### src/rtl/dma_prog_sequencer.sv
// -----------------------------------------------------------------------------
// dma_prog_sequencer
//
// Purpose: turns DMA move instructions from the core into an ordered series of
// DMA-controller register writes. The source operand (op 57) is remembered per
// channel. The destination operand (op 59) then emits the full programming
// sequence: DEST/BASE, MODE, CMD, MASK and REQ.
//
// Ports:
//   clk            in   clock, rising edge
//   rst_n          in   asynchronous active-low reset
//   i_cmd_valid    in   instruction present
//   o_cmd_ready    out  sequencer idle, instruction accepted when valid
//   i_op_code      in   [5:0] opcode (56 count, 57 source, 59 dest/start)
//   i_cmd_ch       in   [CW-1:0] target channel
//   i_move_data    in   [DW-1:0] operand
//   o_reg_wr       out  register write request
//   o_reg_addr     out  [AW-1:0] target register
//   o_reg_data     out  [DW-1:0] write data
//   i_reg_ack      in   controller accepted the current write
//   o_done         out  one-cycle pulse at sequence completion
//   o_err          out  one-cycle pulse on illegal instruction / abort
//
// Optional feature: define DMA_SEQ_TIMEOUT_EN to add an acknowledge watchdog.
// The write is abandoned after TIMEOUT_CYC WRITE cycles without reg_ack.
// -----------------------------------------------------------------------------
module dma_prog_sequencer #(
    parameter int unsigned DW          = 16,
    parameter int unsigned AW          = 4,
    parameter int unsigned NCH         = 4,
    parameter int unsigned IO_BOUND    = 32764,
    parameter int unsigned TIMEOUT_CYC = 255,
    localparam int unsigned CW         = $clog2(NCH)
) (
    input  logic          clk,
    input  logic          rst_n,
    input  logic          i_cmd_valid,
    output logic          o_cmd_ready,
    input  logic [5:0]    i_op_code,
    input  logic [CW-1:0] i_cmd_ch,
    input  logic [DW-1:0] i_move_data,
    output logic          o_reg_wr,
    output logic [AW-1:0] o_reg_addr,
    output logic [DW-1:0] o_reg_data,
    input  logic          i_reg_ack,
    output logic          o_done,
    output logic          o_err
);

    localparam logic [5:0] OP_COUNT = 6'd56;
    localparam logic [5:0] OP_SRC   = 6'd57;
    localparam logic [5:0] OP_DST   = 6'd59;

    localparam logic [AW-1:0] A_CMD  = AW'(8);
    localparam logic [AW-1:0] A_REQ  = AW'(9);
    localparam logic [AW-1:0] A_MASK = AW'(10);
    localparam logic [AW-1:0] A_MODE = AW'(11);
    localparam logic [AW-1:0] A_DEST = AW'(12);

    typedef enum logic [1:0] {StIdle, StWrite, StDone, StErr} state_e;

    state_e          r_state;
    logic [NCH-1:0]  r_src_valid;
    logic [NCH-1:0]  r_src_io;
    logic [AW-1:0]   r_step_addr [5];
    logic [DW-1:0]   r_step_data [5];
    logic [2:0]      r_idx;
    logic [2:0]      r_last;

    logic [AW-1:0]   w_step_addr [5];
    logic [DW-1:0]   w_step_data [5];
    logic [2:0]      w_last;
    logic            w_illegal;
    logic            w_no_write;
    logic            w_op_mem;
    logic            w_src_valid;
    logic            w_src_io;
    logic [DW-1:0]   w_ch_dw;
    logic [2:0]      w_next_idx;
    logic            w_accept;

`ifdef DMA_SEQ_TIMEOUT_EN
    localparam int unsigned TW = (TIMEOUT_CYC >= 256) ? $clog2(TIMEOUT_CYC + 1) : 8;
    logic [TW-1:0]   r_tmo_cnt;
    logic [CW-1:0]   r_ch;
`endif

    assign w_accept    = i_cmd_valid & o_cmd_ready;
    assign w_op_mem    = (i_move_data <= DW'(IO_BOUND));
    assign w_src_valid = r_src_valid[i_cmd_ch];
    assign w_src_io    = r_src_io[i_cmd_ch];
    assign w_ch_dw     = DW'(i_cmd_ch);
    assign w_next_idx  = r_idx + 3'd1;

    // Build the step list for the instruction on the inputs. It is captured
    // only when the instruction is accepted.
    always_comb begin
        for (int i = 0; i < 5; i++) begin
            w_step_addr[i] = '0;
            w_step_data[i] = '0;
        end
        w_last     = 3'd0;
        w_illegal  = 1'b0;
        w_no_write = 1'b0;
        unique case (i_op_code)
            OP_COUNT: begin
                w_step_addr[0] = AW'({i_cmd_ch, 1'b1});
                w_step_data[0] = i_move_data;
            end
            OP_SRC: begin
                if (w_op_mem) begin
                    w_step_addr[0] = AW'({i_cmd_ch, 1'b0});
                    w_step_data[0] = i_move_data;
                end else begin
                    // IO source: only remembered, the BASE write is deferred to op 59
                    w_no_write = 1'b1;
                end
            end
            OP_DST: begin
                if (!w_src_valid || (w_src_io && !w_op_mem)) begin
                    w_illegal = 1'b1;
                end else if (!w_src_io && w_op_mem) begin
                    // mem -> mem
                    w_step_addr[0] = A_DEST;  w_step_data[0] = i_move_data;
                    w_step_addr[1] = A_MODE;  w_step_data[1] = w_ch_dw;
                    w_step_addr[2] = A_CMD;   w_step_data[2] = DW'(1);
                    w_step_addr[3] = A_MASK;  w_step_data[3] = w_ch_dw;
                    w_step_addr[4] = A_REQ;   w_step_data[4] = w_ch_dw | DW'(4);
                    w_last         = 3'd4;
                end else if (!w_src_io) begin
                    // mem -> IO: the IO port number is implied, nothing to load
                    w_step_addr[0] = A_MODE;  w_step_data[0] = w_ch_dw | DW'(8);
                    w_step_addr[1] = A_CMD;   w_step_data[1] = '0;
                    w_step_addr[2] = A_MASK;  w_step_data[2] = w_ch_dw;
                    w_step_addr[3] = A_REQ;   w_step_data[3] = w_ch_dw | DW'(4);
                    w_last         = 3'd3;
                end else begin
                    // IO -> mem: the memory side goes into the channel BASE
                    w_step_addr[0] = AW'({i_cmd_ch, 1'b0});
                    w_step_data[0] = i_move_data;
                    w_step_addr[1] = A_MODE;  w_step_data[1] = w_ch_dw | DW'(4);
                    w_step_addr[2] = A_CMD;   w_step_data[2] = '0;
                    w_step_addr[3] = A_MASK;  w_step_data[3] = w_ch_dw;
                    w_step_addr[4] = A_REQ;   w_step_data[4] = w_ch_dw | DW'(4);
                    w_last         = 3'd4;
                end
            end
            default: w_illegal = 1'b1;
        endcase
    end

    always_ff @(posedge clk or negedge rst_n) begin
        if (!rst_n) begin
            r_state     <= StIdle;
            o_cmd_ready <= 1'b1;
            o_reg_wr    <= 1'b0;
            o_reg_addr  <= '0;
            o_reg_data  <= '0;
            o_done      <= 1'b0;
            o_err       <= 1'b0;
            r_src_valid <= '0;
            r_src_io    <= '0;
            r_step_addr <= '{default: '0};
            r_step_data <= '{default: '0};
            r_idx       <= '0;
            r_last      <= '0;
`ifdef DMA_SEQ_TIMEOUT_EN
            r_tmo_cnt   <= '0;
            r_ch        <= '0;
`endif
        end else begin
            o_done <= 1'b0;
            o_err  <= 1'b0;
            unique case (r_state)
                StIdle: begin
                    if (w_accept) begin
                        o_cmd_ready <= 1'b0;
                        r_step_addr <= w_step_addr;
                        r_step_data <= w_step_data;
                        r_last      <= w_last;
                        r_idx       <= '0;
`ifdef DMA_SEQ_TIMEOUT_EN
                        r_tmo_cnt   <= '0;
                        r_ch        <= i_cmd_ch;
`endif
                        if (i_op_code == OP_SRC) begin
                            r_src_valid[i_cmd_ch] <= 1'b1;
                            r_src_io[i_cmd_ch]    <= ~w_op_mem;
                        end else if (i_op_code == OP_DST) begin
                            r_src_valid[i_cmd_ch] <= 1'b0;
                        end
                        if (w_illegal) begin
                            r_state <= StErr;
                            o_err   <= 1'b1;
                        end else if (w_no_write) begin
                            r_state <= StDone;
                            o_done  <= 1'b1;
                        end else begin
                            r_state    <= StWrite;
                            o_reg_wr   <= 1'b1;
                            o_reg_addr <= w_step_addr[0];
                            o_reg_data <= w_step_data[0];
                        end
                    end
                end
                StWrite: begin
                    if (i_reg_ack) begin
`ifdef DMA_SEQ_TIMEOUT_EN
                        r_tmo_cnt <= '0;
`endif
                        if (r_idx != r_last) begin
                            r_idx      <= w_next_idx;
                            o_reg_addr <= r_step_addr[w_next_idx];
                            o_reg_data <= r_step_data[w_next_idx];
                        end else begin
                            o_reg_wr <= 1'b0;
                            o_done   <= 1'b1;
                            r_state  <= StDone;
                        end
                    end
`ifdef DMA_SEQ_TIMEOUT_EN
                    else if (r_tmo_cnt == TW'(TIMEOUT_CYC - 1)) begin
                        // Controller never answered: drop the sequence entirely
                        o_reg_wr          <= 1'b0;
                        o_err             <= 1'b1;
                        r_src_valid[r_ch] <= 1'b0;
                        o_cmd_ready       <= 1'b1;
                        r_state           <= StIdle;
                    end else begin
                        r_tmo_cnt <= r_tmo_cnt + 1'b1;
                    end
`endif
                end
                StDone: begin
                    o_cmd_ready <= 1'b1;
                    r_state     <= StIdle;
                end
                StErr: begin
                    o_cmd_ready <= 1'b1;
                    r_state     <= StIdle;
                end
                default: begin
                    o_cmd_ready <= 1'b1;
                    r_state     <= StIdle;
                end
            endcase
        end
    end

endmodule

### config.mk
export PLATFORM = sky130hd
export DESIGN_NAME = dma_prog_sequencer
export DESIGN_NICKNAME = d
export VERILOG_FILES = /design/src/rtl/dma_prog_sequencer.sv
export SDC_FILE = /design/constraint.sdc
export NUM_CORES = 1
export LEC_CHECK = 0
export ABC_AREA = 0
export BUFFER_PORTS_ARGS = -buffer_cell sky130_fd_sc_hd__buf_2
export CELL_PAD_IN_SITES_DETAIL_PLACEMENT = 1
export CELL_PAD_IN_SITES_GLOBAL_PLACEMENT = 1
export CORE_AREA = 2 2 91 93
export DETAILED_ROUTE_END_ITERATION = 7
export DIE_AREA = 0 0 93 95
export PLACE_DENSITY_LB_ADDON = 0.1
export REMOVE_ABC_BUFFERS = 1
export SYNTH_ARGS = -nofsm -noshare
export SYNTH_HDL_FRONTEND = slang
export SYNTH_SLANG_ARGS = --single-unit
### constraint.sdc
create_clock -name clk -period 2.3 [get_ports clk]
set_input_delay 0.115 -clock clk [delete_from_list [all_inputs] [get_ports clk]]
set_output_delay 0.115 -clock clk [all_outputs]
set_load 0.005 [all_outputs]
==> reports/qor.yml, run 1 <==
run_status:
  status: "completed"
synth:
  synthArstFlopShare_pct: 100
  synth_edf_count: 0
  synthCells: 340
  synth-seq-area-share_pct: 49.6
  synthAdderAreaFrac_pct: 0.740
  syn_avg_cell_area_sq_um: 9.95
  synth-compound-area-share_pct: 22.2
  synth_flop_cell: "dfrtp_1"
  synth_simple_gate_area_share_pct: 16.1
  yosysWarnings: 0
  synth_top_family_by_area: "compound AO/OA/AOI/OAI gates"
  ys_types: 55
  syn_area_sq_um: 3380
  synth_xor_area_share_pct: 0.777
  synthMuxAreaShare_pct: 5.70
  synth_seq_cells: 67
final_layout:
  fill_cells: 934
  layout.nets: 433
  seq_area_sq_um: 1680
  antenna_cells: 0
  layout-drive-gt1-share_pct: 26.5
  final_cell_count_no_fill: 512
  areaGrowthSynthToFinish_pct: 20.8
  fin_util_pct: 51.6
  final_cell_area_sq_um: 4090
  multi_input_area_sq_um: 1560
cts:
  cts.clk_slew.worst_paths_ns: 0.08
  cts_tree: "built"
  insertion_delay_ns: 0.34
  post_cts_resized: 0
  clock_sinks: 67
  cts_buffers: 9
  cts_buffer_depth: 2
  root_buffer: "clkbuf_8"
  cts_max_level: 3
global_route:
  grt_pass1_vias: 3048
  antenna_found_initial: 0
  track_usage_pct: 23.1
  grt_pass1_wl_um: 15700
  overflow: 0
  grt_max_degree: 40
place:
  placed_cell_area_sq_um: 3850
  port_buffers: 51
  pre_cts_slack_ns: 0.182
  dp_cells: 495
  gp_congestion: 0.798
  dp_hpwl_um: 6820
sta:
  setup_viol: 0
  setup_slack_ns: 0.149
  worst_pin_slew_ns: 0.752
  period_minus_slack_ns: 2.15
  clock.fmax_ghz: 0.465
  fin_skew_ns: 0.0104
  rsz0062_at_grt: "false"
  tns_ns: 0
  report.final.slew_viol_count: 0
  timing.slew.headroom_pct: 49.9
  hold_viol_final: 0
  hold_ws_ns: 0.0226
  period_share_pct: 93.5
setup_path:
  arrival_ns: 2.35
  path_max_fanout: 11
  worstPathRequired_ns: 2.50
  endpoint_kind: "flop"
  start_kind: "flop"
  worstSetupPathType: "flop to flop"
die:
  die_w_um: 93
  die_h_um: 95
  core.rowCount: 33
  die_area_sq_um: 8840
  initial_core_util_pct: 42.7
  core_sq_um: 7930
  ios: 52
power_and_ir_drop:
  p_leak_nw: 1.90
  power_mw: 3.56
  peakVddDrop_mv: 0.323
  p_per_area_nw_per_um2: 870
routing:
  routed_via_density: 5.66
  top_layer: "met4"
  drc_errors: 0
  wl_per_cell_um: 18.7
  drtAntennaViolNets: 0
  wl_met2_um: 4640
  drtPass1Iterations: 4
  drt_iter0_drc: 133
  wl_met3_um: 274
  totalWireLength_um: 9590
  wl_met1_um: 4590
  num_vias: 2899
job:
  drv_cap: 0
worst_hold_path:
  hold_start: "i_move_data[12]"
  worstHoldPathType: "input port to flop"
power breakdown:
| part | internal [mW] | switching (mW) |
|---|---|---|
| registers | 1.40 | 0.146 |
| clock network | 0.631 | 0.461 |
| logic | 0.398 | 0.517 |
| total | 2.43 | 1.12 |
cell type report:
cell class	count	area share, %
Sequential cell	67	41.0
Multi-Input combinational cell	239	38.1
Timing Repair Buffer	78	11.6
Clock buffer	10	3.37
Tap cell	105	3.21
Clock inverter	5	1.90
Inverter	8	0.735
final timing paths:
kind | cells past startpoint | slack, ns | to
max | 6 | 0.15 | o_reg_data[14]
min | 2 | 0.02 | r_step_data[76]
max reg2reg | 6 | 0.15 | o_reg_data[14]
min reg2reg | 2 | 0.49 | r_step_data[66]
max in group asynchronous | 3 | 1.22 | o_cmd_ready
min in group asynchronous | 2 | 0.37 | o_reg_wr
cell usage in the layout (no fill, tap or decap), types with 2 or more instances in the layout:
master         Yosys  layout
clkinv_2           0       2
o211a_1            2       2
nand4_1            4       4
mux2_2             6       6
nand2b_1           2       2
a22o_1            18      18
o211ai_1           3       3
ha_1               2       2
nor2b_1            6       6
and2_1             3       3
nand3b_1           3       3
a32oi_1            2       2
a211oi_1           2       2
nor3b_1            3       3
nand3_1           12      12
inv_1              8       8
a21oi_1           23      23
mux2i_1            8       8
a21o_1             4       4
nand2_1           34      34
a31oi_1            4       4
o21ai_0           20      20
o2111ai_1          2       2
or3_1              3       3
mux4_2             2       2
xnor2_1            2       2
nor4_2             1       2
buf_2              7      51
dfrtp_1           66      66
nor3_1             5       5
buf_4              2      24
bufinv_16          0       2
and3_1             2       2
dlygate4sd3_1      0       2
o31ai_1            2       2
clkbuf_8           0      10
nor2_1            28      28
a22oi_1           13      13
layer usage:
layer,vias to the layer above,GRT usage [%]
met3,6,4.23
met5,-,0
met1,1480,32.5
li1,1370,-
met4,0,7.84
met2,43,36.1
registers in the layout, summed over array words and instances, names as in the netlist, named ones only:
register     count
o_reg_data      16
o_err            1
r_step_addr      6
r_state          2
r_step_data     23
o_reg_wr         1
r_src_io         4
r_last           1
o_done           1
r_idx            3
o_cmd_ready      1
o_reg_addr       4
critical path: stages, from the launching register on:
cell and delay (ns):
dfrtp_1 0.40, mux4_2 0.51, o211ai_2 0.26, o21bai_2 0.18
and2_1 0.36, a22oi_1 0.21, a21oi_1 0.09
cells in the mapped netlist, types with 4 or more instances:
cell	instances	area share, %
nor3_1	5	0.74
nand4_1	4	0.74
a22o_1	18	4.7
o21ai_0	20	3.0
buf_2	7	1.0
mux2i_1	8	2.4
a31oi_1	4	0.74
clkbuf_1	12	1.3
mux2_2	6	2.0
a21o_1	4	0.89
a21oi_1	23	3.4
nor2b_1	6	1.1
nand3_1	12	1.8
dfrtp_1	66	49
nor2_1	28	3.1
nand2_1	34	3.8
a22oi_1	13	2.9
inv_1	8	0.89
repair_timing:
action                                 CTS  global route
endpoints found under the hold margin   30             0
buffers inserted                         0             0
hold buffers                             2             0
kinds of logic after synthesis:
logic type,count (synthesis)
buffers and inverters,34
xor gates and xnor gates,3
muxes,16
DFF,67
AOI/OAI and AO/OA,107
adders and majority gates,2
and+or+nand+nor,111
Note: power is estimated with default switching activity, not from simulation.
==> run 2: changes to the inputs <==
--- a/config.mk
+++ b/config.mk
@@ -12,7 +12,7 @@
 export CORE_AREA = 2 2 91 93
 export DETAILED_ROUTE_END_ITERATION = 7
 export DIE_AREA = 0 0 93 95
-export PLACE_DENSITY_LB_ADDON = 0.1
+export PLACE_DENSITY_LB_ADDON = 0.08
 export REMOVE_ABC_BUFFERS = 1
 export SYNTH_ARGS = -nofsm -noshare
 export SYNTH_HDL_FRONTEND = slang
==> run 2 against run 1 <==
Net effect: cell area grew 0.89%; flip-flop and latch count did not move; via count is 1.1% lower; die area is the same; largest cell class unchanged; highest routed layer unchanged.
==> reports/qor.yml, run 2 (synthesized netlist as in run 1, its figures left out) <==
run_status:
  status: "completed"
final_layout:
  final_cell_mix: "66 x dfrtp_1, 51 x buf_2, 34 x nand2_1"
  top_register: "r_step_data"
  largest_reg_flops: 23
  layout-drive-gt1-share_pct: 27.4
  final_cell_area_sq_um: 4120
  layout.nets: 434
  antenna_cells: 0
  areaGrowthSynthToFinish_pct: 21.9
  reg_top3: "r_step_data x23, o_reg_data x16, r_step_addr x6"
  mostFrequentLayoutCell: "dfrtp_1"
  fin_util_pct: 52.0
sta:
  rsz0062_at_grt: "false"
  hold_ws_ns: 0.0204
  period_share_pct: 93.0
  report.final.slew_viol_count: 0
  setup_viol: 0
  period_minus_slack_ns: 2.14
  clock.fmax_ghz: 0.468
  fin_skew_ns: 0.00567
  hold_viol_final: 0
  timing.slew.headroom_pct: 60.7
  worst_pin_slew_ns: 0.590
die:
  ios: 52
  die_h_um: 95
  initial_core_util_pct: 42.7
  die_w_um: 93
  die_area_sq_um: 8840
  core_sq_um: 7930
  core.rowCount: 33
setup_path:
  crit_chain: "mux4_2, nand2b_4, a21oi_2, o2bb2ai_4, buf_4, nor2_1, a31oi_1"
  worstPathRequired_ns: 2.56
  r2r_setup_slack_ns: 0.16
  path_max_fanout: 11
  max_stage_delay_ns: 0.55
  worstSetupPathType: "flop to flop"
  slowest_stage: "mux4_2"
  arrival_ns: 2.39
  endpoint_kind: "flop"
  start_kind: "flop"
  cp_num_buf_inv: 1
  critPathTopFamily: "compound AO/OA/AOI/OAI gates"
worst_hold_path:
  worstHoldPathType: "input port to flop"
cts:
  cts_setup_buffers: 0
  insertion_delay_ns: 0.34
  root_buffer: "clkbuf_8"
  cts_max_level: 3
  cts.clk_slew.worst_paths_ns: 0.08
  cts_buffer_depth: 2
  clock_sinks: 67
  cts_tree: "built"
  cts_buffers: 9
power_and_ir_drop:
  peakVddDrop_mv: 0.533
  clock_power_share_pct: 33.2
  p_leak_nw: 1.91
  power_mw: 3.68
  p_per_area_nw_per_um2: 892
  switching_share_pct: 30.7
  power_switching_mw: 1.13
  p_seq_share_pct: 41.9
  p_comb_share_pct: 24.9
  p_int_mw: 2.55
global_route:
  antenna_found_initial: 0
  track_usage_pct: 22.7
  grt_pass1_wl_um: 15500
  grt_pass1_vias: 3045
  grt_max_degree: 40
  overflow: 0
place:
  dp_hpwl_um: 6770
  gp_congestion: 0.820
  placed_cell_area_sq_um: 3830
  port_buffers: 51
routing:
  routed_via_density: 5.58
  wl_per_cell_um: 18.3
  drtPass1Iterations: 4
  drtAntennaViolNets: 0
  drc_errors: 0
  totalWireLength_um: 9410
  num_vias: 2867
  drt_iter0_drc: 141
job:
  drv_cap: 0
run 2: path summary, 6_finish.rpt:
check,start,end,depth (start not counted)
setup / recovery,r_src_io[3],o_reg_addr[2],7
hold / removal,i_move_data[4],r_step_data[68],2
setup reg to reg,r_src_io[3],o_reg_addr[2],7
hold reg to reg,r_step_addr[17],r_step_addr[17],2
max in group asynchronous,rst_n,r_step_data[33],3
min in group asynchronous,rst_n,r_state[1],2
run 2: metal layers:
metal  up-vias  global-route usage [%]  part of all wire [%]
li1       1375                       -                     -
met3         6                    4.31                   2.9
met2        38                    37.7                    49
met4         0                    4.90                  0.75
met1      1448                    31.1                    47
met5         -                       0                     0
run 2: what timing repair did:
item / in CTS / in global routing
endpoints found under the hold margin: 22 / 0
setup endpoints to repair: 0 / 9
hold buffers: 2 / 0
resized for setup: 0 / 3
run 2: stage by stage:
stage	std cells	setup slack (ns)	TNS, ns
2_1_floorplan	314	-0.265	-3.94
3_3_place_gp	496	0.124	0
3_5_place_dp	496	0.100	0
4_1_cts	514	0.0670	0
5_1_grt	514	0.0398	0
6_report	514	0.162	0
run 2: final cells by class:
cell class                      count  area [sq um]
Multi-Input combinational cell    239          1560
Tap cell                          105           131
Inverter                            8          30.0
Sequential cell                    67          1680
Clock buffer                       10           138
Timing Repair Buffer               79           470
Clock inverter                      6           113
Fill cell                         919          3800
run 2: power groups by stage:
stage	registers [mW]	logic, mW	clock network, mW
finish	1.54	0.916	1.22
global route	1.57	1.03	1.30
CTS	1.54	0.921	1.26
detailed placement	1.56	0.914	0
global placement	1.56	0.897	0
floorplan	1.57	0.423	0
==> run 3: changes to the inputs <==
--- a/config.mk
+++ b/config.mk
@@ -8,10 +8,10 @@
 export ABC_AREA = 0
 export BUFFER_PORTS_ARGS = -buffer_cell sky130_fd_sc_hd__buf_2
 export CELL_PAD_IN_SITES_DETAIL_PLACEMENT = 1
-export CELL_PAD_IN_SITES_GLOBAL_PLACEMENT = 1
-export CORE_AREA = 2 2 91 93
+export CELL_PAD_IN_SITES_GLOBAL_PLACEMENT = 2
+export CORE_AREA = 2 2 98 100
 export DETAILED_ROUTE_END_ITERATION = 7
-export DIE_AREA = 0 0 93 95
+export DIE_AREA = 0 0 100 102
 export PLACE_DENSITY_LB_ADDON = 0.08
 export REMOVE_ABC_BUFFERS = 1
 export SYNTH_ARGS = -nofsm -noshare
==> constraint.sdc (replaced) <==
create_clock -name clk -period 2.7 [get_ports clk]
set_input_delay 0.135 -clock clk [delete_from_list [all_inputs] [get_ports clk]]
set_output_delay 0.135 -clock clk [all_outputs]
set_load 0.005 [all_outputs]
==> run 3 against run 2 <==
Net effect: worst setup slack better by 0.20 ns; global-route usage shrank 2.6 points; flip-flop and latch count is the same; first-iteration DRC count shrank 21%; largest power group unchanged; largest cell class unchanged; critical endpoint is now o_reg_data[7]; critical path depth increased by 1; cell area decreased by 1.3%; die area rose by 15%; clock skew up 0.0030 ns.
==> reports/qor.yml, run 3 (synthesized netlist as in run 1, its figures left out) <==
run_status:
  status: "completed"
setup_path:
  arrival_ns: 2.60
  r2r_start: "r_idx[0]"
  max_stage_delay_ns: 0.52
  worstPathRequired_ns: 2.97
  cp_num_cells: 8
  worstSetupPathType: "flop to flop"
  endpoint_kind: "flop"
  r2r_setup_slack_ns: 0.36
  critPathTopFamily: "compound AO/OA/AOI/OAI gates"
  start_kind: "flop"
  r2r_cells: 8
  cp_num_buf_inv: 2
  path_common_cell: "a21oi_1"
  path_max_fanout: 18
  crit_chain: "inv_1, ha_1, and3_1, a21oi_1, o2bb2ai_4, buf_4, nor2_1, a21oi_1"
  slowest_stage: "dfrtp_1"
  rr_endpoint: "o_reg_data[7]"
global_route:
  grt_pass1_wl_um: 15700
  antenna_found_initial: 0
  grt_max_degree: 36
  grt_pass1_vias: 2897
  track_usage_pct: 20.1
  overflow: 0
sta:
  rsz0062_at_grt: "false"
  timing.slew.headroom_pct: 46.4
  clock.fmax_ghz: 0.428
  setup_viol: 0
  fin_skew_ns: 0.00870
  period_minus_slack_ns: 2.34
  report.final.slew_viol_count: 0
  hold_viol_final: 0
  period_share_pct: 86.5
  tns_ns: 0
  worst_pin_slew_ns: 0.803
  hold_ws_ns: 0.0378
  setup_slack_ns: 0.364
routing:
  routed_via_density: 5.51
  drtAntennaViolNets: 0
  drtPass1Iterations: 4
  wl_per_cell_um: 18.5
  wl_met2_um: 4380
  top_layer: "met4"
  wl_met3_um: 254
  num_vias: 2812
  drc_errors: 0
  wl_met1_um: 4680
  drt_iter0_drc: 112
  totalWireLength_um: 9430
power_and_ir_drop:
  p_leak_nw: 1.86
  power_mw: 3.12
  p_per_area_nw_per_um2: 767
  peakVddDrop_mv: 0.278
final_layout:
  fin_util_pct: 44.7
  top_register: "r_step_data"
  areaGrowthSynthToFinish_pct: 20.3
  mostFrequentLayoutCell: "dfrtp_1"
  layout-drive-gt1-share_pct: 25.1
  reg_top3: "r_step_data x23, o_reg_data x16, r_step_addr x6"
  final_cell_mix: "66 x dfrtp_1, 51 x buf_2, 34 x nand2_1"
  final_cell_count_no_fill: 510
  antenna_cells: 0
  layout.nets: 424
  final_cell_area_sq_um: 4070
  largest_reg_flops: 23
cts:
  cts.clk_slew.worst_paths_ns: 0.08
  cts_tree: "built"
  clock_sinks: 67
  cts_max_level: 3
  cts_buffer_depth: 2
  root_buffer: "clkbuf_8"
  cts_buffers: 9
  post_cts_resized: 0
  insertion_delay_ns: 0.34
die:
  core_sq_um: 9110
  initial_core_util_pct: 37.1
  core.rowCount: 35
  ios: 52
  die_area_sq_um: 10200
  die_h_um: 102
  die_w_um: 100
place:
  gp_congestion: 0.801
  port_buffers: 51
  dp_hpwl_um: 6750
  placed_cell_area_sq_um: 3800
  pre_cts_slack_ns: 0.399
  dp_cells: 492
worst_hold_path:
  hold_start: "i_move_data[13]"
  hold_depth: 2
  worstHoldPathType: "input port to flop"
  holdPathEnd: "r_step_data[77]"
job:
  drv_cap: 0
## run 3: cell types whose count changed in the layout (fill, tap and decap cells not counted), sizes merged
cell,previous run,this run
buf,77,67
## run 3: how the worst max path moves through the flow
stage	start	end	slack, ns
global route	r_idx[0]	o_reg_data[4]	0.16
floorplan	r_idx[0]	o_reg_data[10]	0.13
detailed placement	r_idx[0]	o_reg_data[7]	0.40
global placement	i_cmd_ch[0]	o_reg_data[11]	0.48
finish	r_idx[0]	o_reg_data[7]	0.36
CTS	r_idx[0]	o_reg_data[7]	0.36
## run 3: power breakdown
| part | switching, mW | internal [mW] |
|---|---|---|
| Clock | 0.418 | 0.639 |
| Sequential | 0.114 | 1.19 |
| Combinational | 0.439 | 0.319 |
## run 3: layout make-up
class	instances	area, sq um
clock buffers	10	138
inverters	8	30.0
well taps	111	139
clock inverters	6	113
multi-input cells	239	1570
repair buffers	69	408
fillers	1055	5040
flip-flops and latches	67	1680
## run 3: timing repair
| action | CTS | global route |
|---|---|---|
| buffers inserted | 0 | 0 |
| endpoints found under the hold margin | 32 | 0 |
| hold buffers | 2 | 0 |
## run 3: per-layer routing
metal	up-vias	track usage, %
met5	-	0
met4	0	6.95
li1	1356	-
met3	9	2.60
met2	44	31.8
met1	1403	28.7
